$ cat config.mk
export PLATFORM = sky130hd
export DESIGN_NAME = rr_grant_arbiter_4
export DESIGN_NICKNAME = d
export VERILOG_FILES = /design/src/rtl/rr_grant_arbiter_4_pkg.sv /design/src/rtl/rr_grant_arbiter_4_decoder.sv /design/src/rtl/rr_grant_arbiter_4.sv
export SDC_FILE = /design/constraint.sdc
export NUM_CORES = 1
export LEC_CHECK = 0
export CORE_AREA = 4 4 50 52
export CTS_BUF_LIST = sky130_fd_sc_hd__clkbuf_16
export CTS_CLUSTER_DIAMETER = 100
export DETAILED_ROUTE_END_ITERATION = 12
export DIE_AREA = 0 0 54 56
export GPL_ROUTABILITY_DRIVEN = 1
export PLACE_DENSITY_LB_ADDON = 0.08
export SYNTH_ARGS = -nofsm -noshare
export SYNTH_HDL_FRONTEND = slang
export SYNTH_SLANG_ARGS = --single-unit
$ cat constraint.sdc
create_clock -name clk -period 6.66 [get_ports clk]
set_clock_uncertainty 0.15 [all_clocks]
set_input_delay 1.998 -clock clk [delete_from_list [all_inputs] [get_ports clk]]
set_output_delay 1.998 -clock clk [all_outputs]
set_load 0.02 [all_outputs]
$ cat src/rtl/rr_grant_arbiter_4_pkg.sv
// Shared constants for the 4-way round-robin grant arbiter.
package rr_grant_arbiter_4_pkg;

    localparam int unsigned N_REQ = 4;
    localparam int unsigned IDX_W = 2;

    localparam logic IDLE  = 1'b0;
    localparam logic GRANT = 1'b1;

endpackage

$ cat src/rtl/rr_grant_arbiter_4_decoder.sv
// 2-to-4 one-hot decoder with enable; output is all-zero when disabled.
module decoder_2to4 (
    input  logic       en,
    input  logic [1:0] in,
    output logic [3:0] out
);

    assign out = en ? (4'b0001 << in) : 4'b0000;

endmodule

$ cat src/rtl/rr_grant_arbiter_4.sv
// Round-robin arbiter for 4 requesters with ownership hold and fairness timeout.
// The grant vector is decoded purely from registered state.
module rr_grant_arbiter_4
    import rr_grant_arbiter_4_pkg::*;
#(
    parameter int unsigned HOLD_MAX = 8,
    parameter int unsigned CNT_W    = 8
) (
    input  logic             clk,
    input  logic             rst,
    input  logic             en,
    input  logic [N_REQ-1:0] req,
    output logic [N_REQ-1:0] grant,
    output logic [IDX_W-1:0] grant_idx,
    output logic             grant_valid,
    output logic             switch
);

    localparam logic [CNT_W-1:0] HOLD_LAST = CNT_W'(HOLD_MAX - 1);
    localparam logic [CNT_W-1:0] CNT_MAX   = '1;

    logic             state, state_nxt;
    logic [IDX_W-1:0] idx_nxt;
    logic [IDX_W-1:0] last, last_nxt;
    logic [CNT_W-1:0] hold_cnt, cnt_nxt;
    logic             switch_nxt;
    logic [N_REQ-1:0] others;
    logic [IDX_W:0]   pick_idle, pick_oth;

    // First set bit of r searching upward from after+1, wrapping; returns {found, idx}.
    function automatic logic [IDX_W:0] rr_pick(input logic [N_REQ-1:0] r,
                                               input logic [IDX_W-1:0] after);
        logic             found;
        logic [IDX_W-1:0] win;
        logic [IDX_W-1:0] cand;
        found = 1'b0;
        win   = after;
        for (int unsigned off = 1; off <= N_REQ; off++) begin
            cand = after + IDX_W'(off);
            if (!found && r[cand]) begin
                found = 1'b1;
                win   = cand;
            end
        end
        return {found, win};
    endfunction

    always_ff @(posedge clk or posedge rst) begin
        if (rst) begin
            state     <= IDLE;
            grant_idx <= '0;
            last      <= IDX_W'(N_REQ - 1);
            hold_cnt  <= '0;
            switch    <= 1'b0;
        end else begin
            state     <= state_nxt;
            grant_idx <= idx_nxt;
            last      <= last_nxt;
            hold_cnt  <= cnt_nxt;
            switch    <= switch_nxt;
        end
    end

    // Competing requests exclude the owner so a same-cycle re-assert waits its turn.
    always_comb begin
        others     = req & ~(N_REQ'(1) << grant_idx);
        pick_idle  = rr_pick(req, last);
        pick_oth   = rr_pick(others, grant_idx);
        state_nxt  = state;
        idx_nxt    = grant_idx;
        last_nxt   = last;
        cnt_nxt    = hold_cnt;
        switch_nxt = 1'b0;
        if (state == GRANT) begin
            if (!en) begin
                state_nxt = IDLE;
                cnt_nxt   = '0;
            end else if (!req[grant_idx] || ((|others) && hold_cnt == HOLD_LAST)) begin
                if (pick_oth[IDX_W]) begin
                    idx_nxt    = pick_oth[IDX_W-1:0];
                    last_nxt   = pick_oth[IDX_W-1:0];
                    cnt_nxt    = '0;
                    switch_nxt = 1'b1;
                end else begin
                    state_nxt = IDLE;
                    cnt_nxt   = '0;
                end
            end else if (|others) begin
                cnt_nxt = (hold_cnt == CNT_MAX) ? hold_cnt : hold_cnt + CNT_W'(1);
            end else begin
                cnt_nxt = '0;
            end
        end else if (en && pick_idle[IDX_W]) begin
            state_nxt  = GRANT;
            idx_nxt    = pick_idle[IDX_W-1:0];
            last_nxt   = pick_idle[IDX_W-1:0];
            cnt_nxt    = '0;
            switch_nxt = 1'b1;
        end
    end

    always_comb begin
        grant_valid = (state == GRANT);
    end

    decoder_2to4 u_dec (
        .en  (grant_valid),
        .in  (grant_idx),
        .out (grant)
    );

endmodule
Word level (Yosys, flattened, before mapping) --
Index checks and enable logic that the tools add are counted.
Operators by class: equality and inequality tests 6, order comparisons 8, bitwise logic cells 2, reduce and logical (&&, ||, !) cells 20, muxes and demuxes 54, $add $sub $neg 7, shift operators 1
Operator list (number):
- $mux W8 | 6
- $mux W2 | 13
- $mux W1 | 25
- $lt A2 B3 Y1 const B | 8
- $bmux W1 S2 | 9
- $add A2 B2 Y2 const B | 4
- $add A8 B1 Y8 const B | 1
- $eq A8 B3 Y1 const B | 1
- $eq A8 B8 Y1 const B | 1
- $logic_and A1 B1 Y1 | 8
- $logic_not A1 Y1 | 7
- $ne A5 B5 Y1 const B | 1
- $add A2 B1 Y2 const B | 2
- $and A4 B4 Y4 | 1
- $mux W4 | 1
- $ne A2 B1 Y1 const B | 2
- $not A4 Y4 | 1
- $reduce_and A4 Y1 | 1
- $reduce_or A4 Y1 | 1
- $shl A1 B2 Y4 const A | 1
- $ne A2 B2 Y1 const B | 1
- $reduce_and A2 Y1 | 1
- $reduce_bool A2 Y1 | 1
- $logic_or A1 B1 Y1 | 1
Storage, ports and cells: input bits 7, flip-flop bits (word level) 14, word-level logic and storage cells 103, output and inout port bits 8

Logic depth before layout (Yosys ltp) --
Gate-level depths: netlist of run 1.
word-level depth 19, depth in mapped cells 8, mapped depth without buffers 7

Modules after synthesis --
Synthesis of run 1 repeated with hierarchy kept, for this count alone.
Second synthesis, totals: cell total of the unflattened synthesis 134, area, all modules 1236.2 sq um
Modules (own cells, without submodules):
- rr_grant_arbiter_4 | instances 1, sequential area each 352.8 sq um, area each 1198.6 sq um, cells each 130
- decoder_2to4 | instances 1, sequential area each 0.0 sq um, area each 37.5 sq um, cells each 4

Least setup slack after synthesis of run 1 --
Ideal clock, no wire load.
path type input port to flip-flop, start input port req[3], end register last[1], cell stages on the path 6, arrival time 3.302 ns, setup time 0.075 ns, slack 3.133 ns, data required time 6.435 ns, buffers on the path 1, cells stage by stage mux4_2 -> o31a_1 -> o31a_1 -> nor2b_1 -> buf_4 -> mux2i_1
On the way: longest elaborated chain between the ends 17, elaborated cells on any way between the ends 61, classes of those cells 2 x eq/ne; 39 x mux; 1 x bitwise; 19 x reduce/logical
Ends and longest elaborated chain:
- start: declaration | line rr_grant_arbiter_4.sv:12 | input logic [N_REQ-1:0] req,
- $and A4 B4 Y4 | line rr_grant_arbiter_4.sv:66 | others = req & ~(N_REQ'(1) << grant_idx);
- $bmux W1 S2 | line rr_grant_arbiter_4.sv:40 | if (!found && r[cand]) begin
- $mux W1 (not written as such) | line rr_grant_arbiter_4.sv:40
- $mux W1 | line rr_grant_arbiter_4.sv:40
- $logic_not A1 Y1 | line rr_grant_arbiter_4.sv:40
- $logic_and A1 B1 Y1 | line rr_grant_arbiter_4.sv:40
- $mux W1 | line rr_grant_arbiter_4.sv:40
- $logic_not A1 Y1 | line rr_grant_arbiter_4.sv:40
- $logic_and A1 B1 Y1 | line rr_grant_arbiter_4.sv:40
- $mux W1 | line rr_grant_arbiter_4.sv:40
- $logic_not A1 Y1 | line rr_grant_arbiter_4.sv:40
- $logic_and A1 B1 Y1 | line rr_grant_arbiter_4.sv:40
- $mux W2 | line rr_grant_arbiter_4.sv:40
- $mux W2 | line rr_grant_arbiter_4.sv:79 | if (pick_oth[IDX_W]) begin
- $mux W2 | line rr_grant_arbiter_4.sv:78 | end else if (!req[grant_idx] || ((|others) && hold_cnt == HOLD_LAST)) begin
- $mux W2 | line rr_grant_arbiter_4.sv:75 | if (!en) begin
- $mux W2 | line rr_grant_arbiter_4.sv:74 | if (state == GRANT) begin
- end signal: assignment | line rr_grant_arbiter_4.sv:52 | last <= IDX_W'(N_REQ - 1);
- end signal: assignment | line rr_grant_arbiter_4.sv:58 | last <= last_nxt;
- end: declaration | line rr_grant_arbiter_4.sv:24 | logic [IDX_W-1:0] last, last_nxt;
Parallel ways exist; a longest one is shown, timed or not. The select of a mux whose other input is x is not followed. A chain may end at the register's enable or synchronous reset.

Worst setup path in the final report of run 1 --
start input port req[3], end register hold_cnt[3]
On the way: longest elaborated chain between the ends 15, elaborated cells on any way between the ends 33, classes of those cells 1 x eq/ne; 18 x mux; 1 x bitwise; 13 x reduce/logical
Ends and longest elaborated chain:
- $bmux W1 S2 | line rr_grant_arbiter_4.sv:40
- $mux W1 (not written as such) | line rr_grant_arbiter_4.sv:40
- $mux W1 | line rr_grant_arbiter_4.sv:40
- $logic_not A1 Y1 | line rr_grant_arbiter_4.sv:40
- $logic_and A1 B1 Y1 | line rr_grant_arbiter_4.sv:40
- $mux W1 | line rr_grant_arbiter_4.sv:40
- $logic_not A1 Y1 | line rr_grant_arbiter_4.sv:40
- $logic_and A1 B1 Y1 | line rr_grant_arbiter_4.sv:40
- $mux W1 | line rr_grant_arbiter_4.sv:40
- $logic_not A1 Y1 | line rr_grant_arbiter_4.sv:40
- $logic_and A1 B1 Y1 | line rr_grant_arbiter_4.sv:40
- $mux W1 | line rr_grant_arbiter_4.sv:40
- $logic_and A1 B1 Y1 | line rr_grant_arbiter_4.sv:93 | end else if (en && pick_idle[IDX_W]) begin
- $reduce_bool A2 Y1 (no source line)
- $reduce_and A2 Y1 (no source line)
- end signal: assignment | line rr_grant_arbiter_4.sv:59 | hold_cnt <= cnt_nxt;
- end: declaration | line rr_grant_arbiter_4.sv:25 | logic [CNT_W-1:0] hold_cnt, cnt_nxt;
Parallel ways exist; a longest one is shown, timed or not. The select of a mux whose other input is x is not followed.

==> impl_metrics.py, run 1 <==
metrics = {
    "clock_tree": {
        "cts_buffer_depth": 2,
        "root_buffer": "clkbuf_16",
        "clk_pin_slew_ns": 0.04,
        "cts_buffers": 3,
        "post_cts_resize_count": 0,
        "clk_latency_ns": 0.24,
        "clock_sinks": 14,
        "cts_tree": "built",
        "htreeDepth": 1,
        "ctsHoldBuffers": 0,
        "cts_setup_buffers": 0,
    },
    "setup_path": {
        "max_stage_delay_ns": 0.85,
        "crit_family": "simple AND/OR/NAND/NOR gates",
        "critical_path_class": "primary input to register",
        "crit_fanout": 13,
        "path_cells": "clkdlybuf4s50_1, mux4_2, o31ai_4, nor4_2, o21ai_0, a21oi_1",
        "critPathArrivalTime_ns": 4.28,
        "cp-end-kind": "register",
        "crit_path_start_kind": "primary input",
        "critPathRequiredTime_ns": 6.67,
        "crit_slowest_cell": "nor4_2",
        "worst-path-buf-inv": 1,
    },
    "detailed_routing": {
        "drt_iter0_markers": 25,
        "viasPerCell": 5.89,
        "wire_per_inst_um": 15.4,
        "vias": 990,
        "dr.pass1.iters": 4,
        "drcViolationCount": 0,
        "final_antenna_net_count": 0,
        "routed_wirelength_um": 2580,
    },
    "timing": {
        "finalCritPeriodShare_pct": 64.1,
        "rsz0062_at_grt": "no",
        "clock.fmax_mhz": 234,
        "finalCriticalPeriod_ns": 4.27,
        "hold_viol": 0,
        "slew_violations": 0,
        "setup_viol": 0,
        "max-slew-margin-rel_pct": 35.5,
        "tns_ns": 0,
        "tightest_slew_ns": 0.960,
    },
    "final_layout": {
        "antenna_cells": 0,
        "most-common-layout-cells": "clkdlybuf4s50_1, dfrtp_1, a21oi_1",
        "fillers": 173,
        "layout-drive-gt1-share_pct": 11.4,
        "area_delta_synth_final_pct": 20.7,
        "final_common_cell": "clkdlybuf4s50_1",
        "utilization_pct": 64.2,
        "final_nets": 153,
        "fin_cells": 168,
    },
    "power": {
        "powerDensity_mw_per_mm2": 351,
        "p_leak_nw": 0.536,
        "peakVddDrop_mv": 0.267,
    },
    "global_routing": {
        "grt-ovfl-total": 0,
        "antenna_found_initial": 0,
        "grt_pass1_vias": 989,
        "track_usage_pct": 19.9,
        "grt_pass1_wl_um": 4540,
        "grt_max_degree": 15,
    },
    "logic_synthesis": {
        "synth_seq_area_share_pct": 31.5,
        "synth_cells": 125,
        "synth_area_mm2": 0.00112,
        "async_reset_ff_share_pct": 100,
        "avgSynthCellArea_um2": 8.96,
        "synth.distinct_cells": 45,
        "synth-seq-cells": 14,
        "ys.flop_type": "dfrtp_1",
        "ys_warn_count": 0,
        "synth_edf_count": 0,
        "syn_nets": 137,
    },
    "die": {
        "die_h_um": 56,
        "die_w_um": 54,
        "core_area_mm2": 0.00211,
        "start_util_pct": 53.2,
        "rows": 17,
        "io-pin-count": 15,
        "die_area_mm2": 0.00302,
    },
    "flow_run": {
        "drv_cap": 0,
    },
    "place": {
        "hpwl_um": 1960,
        "dp_cells": 164,
        "gp_congestion": 0.867,
        "io_buffers": 14,
    },
    "outcome": {
        "status": "complete, no violations",
    },
    "worst_hold_path": {
        "hp-class": "register to register",
    },
}
[tightest hold or removal path, delay by kind of cell (launching register included)]
kind,cells,cell delay [ns]
flops,1,0.37
compound gates,2,0.13
[metrics by stage]
step                cell area [um2]  hold slack [ns]  power [mW]  setup WS [ns]
floorplan                      1120            0.333       0.295           3.13
global placement               1270            0.363       0.357           2.27
detailed placement             1270            0.371       0.363           2.22
CTS                            1350            0.384       0.476           2.47
global route                   1350            0.410       0.509           2.24
finish                         1350            0.393       0.474           2.39
[path summary, 6_finish.rpt]
check | startpoint | end | slack, ns | cells after the start
setup / recovery | req[3] | hold_cnt[3] | 2.39 | 6
hold / removal | hold_cnt[1] | hold_cnt[1] | 0.39 | 2
setup reg to reg | grant_idx[0] | hold_cnt[3] | 3.86 | 7
hold reg to reg | hold_cnt[1] | hold_cnt[1] | 0.39 | 2
max in group asynchronous | rst | last[0] | 4.05 | 2
min in group asynchronous | rst | hold_cnt[3] | 1.95 | 2
[report_power, final]
part,switching (mW),internal (mW)
registers,0.0259,0.105
clock network,0.0315,0.0791
logic,0.125,0.108
[cell type report]
cell class                 count  area [um2]  area share, %
multi-input combinational    101         718           53.1
sequential                    14         353           26.1
timing repair buffer          14         140           10.4
clock buffer                   3        75.1           5.56
tap                           28        35.0           2.59
inverter                       7        26.3           1.94
clock inverter                 1        3.75          0.278
[per-layer routing]
metal  track usage, %  share of wire (%)  vias to the layer above
met4             3.56               0.46                        0
met5                0                  0                        -
met2             28.5                 46                       19
met3             6.43                3.4                        2
met1             29.3                 50                      463
li1                 -                  -                      506
[cell usage after synthesis, types with 2 or more instances]
library cell	n	share of area, %
dfrtp_1	12	27
a21oi_1	11	4.9
nand2_1	9	3.0
inv_1	7	2.3
or3_1	6	3.4
ha_1	5	5.6
nand2b_1	5	2.8
nor2_1	5	1.7
o21ai_1	5	2.2
and2_1	4	2.2
o22ai_1	4	2.2
mux2i_1	3	2.7
nand3_1	3	1.3
nand3b_1	3	2.0
nor2b_2	3	2.3
o21ai_0	3	1.3
o31ai_1	3	2.0
a21o_1	2	1.3
a221oi_1	2	1.6
dfstp_2	2	4.7
nand4_1	2	1.1
nor4_2	2	2.2
o31a_1	2	1.6
[state kept, by name (all words and copies together), names as in the netlist]
| signal | flops |
|---|---|
| last | 2 |
| hold_cnt | 8 |
| grant_valid | 1 |
| switch | 1 |
| grant_idx | 2 |
[kinds of logic (layout without fill, tap and decap cells)]
| group | after synthesis | in the layout | synth area share, % |
|---|---|---|---|
| adder cells (fa/ha/maj) | 5 | 5 | 5.59 |
| flip-flops | 14 | 14 | 31.5 |
| AND/OR/NAND/NOR | 50 | 50 | 27.9 |
| multiplexers | 4 | 4 | 4.69 |
| AO/OA/AOI/OAI | 42 | 42 | 25.9 |
| buffers and inverters | 10 | 25 | 4.36 |
(Power assumes the default switching activity.)
==> run 2, diff against run 1 <==
--- a/config.mk
+++ b/config.mk
@@ -5,11 +5,11 @@
 export SDC_FILE = /design/constraint.sdc
 export NUM_CORES = 1
 export LEC_CHECK = 0
-export CORE_AREA = 4 4 50 52
+export CORE_AREA = 4 4 51 53
 export CTS_BUF_LIST = sky130_fd_sc_hd__clkbuf_16
 export CTS_CLUSTER_DIAMETER = 100
 export DETAILED_ROUTE_END_ITERATION = 12
-export DIE_AREA = 0 0 54 56
+export DIE_AREA = 0 0 55 57
 export GPL_ROUTABILITY_DRIVEN = 1
 export PLACE_DENSITY_LB_ADDON = 0.08
 export SYNTH_ARGS = -nofsm -noshare
==> constraint.sdc (replaced) <==
create_clock -name clk -period 4.5 [get_ports clk]
set_clock_uncertainty 0.15 [all_clocks]
set_input_delay 1.35 -clock clk [delete_from_list [all_inputs] [get_ports clk]]
set_output_delay 1.35 -clock clk [all_outputs]
set_load 0.02 [all_outputs]
==> run 2 against run 1 <==
Register-to-register slack worse by 1.9 ns. Worst hold slack worse by 0.017 ns. Core utilization is 0.92 points lower. Setup slack worse by 1.3 ns. Largest cell class unchanged.
==> impl_metrics.py, run 2 (synthesis results as in run 1) <==
metrics = {
    "outcome": {
        "status": "complete, no violations",
    },
    "timing": {
        "rsz0062_at_grt": "no",
        "tightest_slew_ns": 0.521,
        "max-slew-margin-rel_pct": 65.2,
        "setup_viol": 0,
        "hold_viol": 0,
        "worst_slack_ns": 1.05,
        "slew_violations": 0,
        "finalCriticalPeriod_ns": 3.45,
        "tns_ns": 0,
        "clock.fmax_mhz": 290,
        "finalCritPeriodShare_pct": 76.6,
    },
    "global_routing": {
        "track_usage_pct": 17.6,
        "antenna_found_initial": 0,
        "grt_pass1_vias": 914,
        "grt-ovfl-total": 0,
        "grt_pass1_wl_um": 4220,
        "grt_max_degree": 15,
    },
    "setup_path": {
        "regToRegSetupSlack_ns": 1.92,
        "crit_path_start_kind": "primary input",
        "critical_path.endpoint": "grant_idx[1]",
        "rr_startpoint": "grant_idx[0]",
        "critical_path_class": "primary input to register",
        "startpoint": "req[3]",
        "crit_fanout": 8,
        "critPathRequiredTime_ns": 4.51,
        "r2r-end": "hold_cnt[6]",
        "rr_worst_depth": 8,
        "critPathArrivalTime_ns": 3.46,
        "cp-end-kind": "register",
    },
    "detailed_routing": {
        "dr.pass1.iters": 4,
        "final_antenna_net_count": 0,
        "drcViolationCount": 0,
        "viasPerCell": 5.99,
        "vias": 1013,
        "routed_wirelength_um": 2540,
        "wire_per_inst_um": 15.0,
        "drt_iter0_markers": 24,
    },
    "place": {
        "gp_congestion": 0.890,
        "hpwl_um": 2010,
        "place_worst_setup_slack_ns": 0.809,
        "io_buffers": 14,
        "dp_cells": 165,
        "place_area_mm2": 0.00128,
    },
    "final_layout": {
        "fin_cells": 169,
        "antenna_cells": 0,
        "layout-drive-gt1-share_pct": 12.1,
        "fillers": 175,
        "regMostFlops": "hold_cnt",
        "fin_area_mm2": 0.00136,
        "top_regs": "hold_cnt x8, grant_idx x2, last x2",
        "final_nets": 154,
        "largest_register_ffs": 8,
        "most-common-layout-cells": "clkdlybuf4s50_1, dfrtp_1, a21oi_1",
        "area_delta_synth_final_pct": 21.3,
        "final_common_cell": "clkdlybuf4s50_1",
    },
    "clock_tree": {
        "cts_tree": "built",
        "post_cts_resize_count": 0,
        "cts_setup_buffers": 0,
        "clock_sinks": 14,
        "cts_buffer_depth": 2,
        "cts_buffers": 3,
        "clk_latency_ns": 0.24,
        "htreeDepth": 1,
        "clk_pin_slew_ns": 0.05,
        "root_buffer": "clkbuf_16",
        "ctsHoldBuffers": 0,
    },
    "power": {
        "powerDensity_mw_per_mm2": 521,
        "peakVddDrop_mv": 0.374,
        "p_leak_nw": 0.542,
        "finalPower_uw": 708,
    },
    "worst_hold_path": {
        "hp-class": "register to register",
        "hold_path_depth": 2,
    },
    "die": {
        "core_area_mm2": 0.00215,
        "io-pin-count": 15,
        "start_util_pct": 52.1,
        "rows": 17,
        "die_area_mm2": 0.00314,
        "die_h_um": 57,
        "die_w_um": 55,
    },
    "flow_run": {
        "drv_cap": 0,
    },
}
## run 2: per-layer routing
metal	part of all wire, %	GRT usage, %	vias to the layer above
met2	46	24.8	24
met3	4.9	3.92	2
met4	0.55	3.13	0
li1	-	-	511
met5	0	0	-
met1	49	27.6	476
## run 2: worst min path at each step
stage	from	to
after floorplan	hold_cnt[1]	hold_cnt[1]
after global placement	hold_cnt[1]	hold_cnt[1]
after detailed placement	hold_cnt[1]	hold_cnt[1]
after CTS	hold_cnt[1]	hold_cnt[1]
after global routing	hold_cnt[1]	hold_cnt[1]
final	hold_cnt[1]	hold_cnt[1]
## run 2: final cells by class
cell class	count	area, um2	share of cell area (%)
clock inverters	1	3.75	0.276
flip-flops and latches	14	353	26.0
inverters	7	26.3	1.93
well taps	28	35.0	2.58
clock buffers	3	75.1	5.52
repair buffers	15	148	10.9
multi-input cells	101	718	52.9
## run 2: stage by stage
stage	hold slack, ns	util [%]
finish	0.376	63.2
floorplan	0.333	-
global route	0.409	63.2
global placement	0.361	59.6
CTS	0.380	63.2
detailed placement	0.366	59.6
## run 2: worst max-delay path, stage by stage
cell and delay [ns]:
clkdlybuf4s50_1 0.52, mux4_2 0.58, o31a_1 0.14, o31a_1 0.29, nor2b_1 0.34, mux2i_1 0.24
## run 2: power by group
group | internal (mW) | switching (mW) | total (mW)
logic | 0.159 | 0.186 | 0.345
clock network | 0.117 | 0.0499 | 0.167
registers | 0.156 | 0.0403 | 0.196
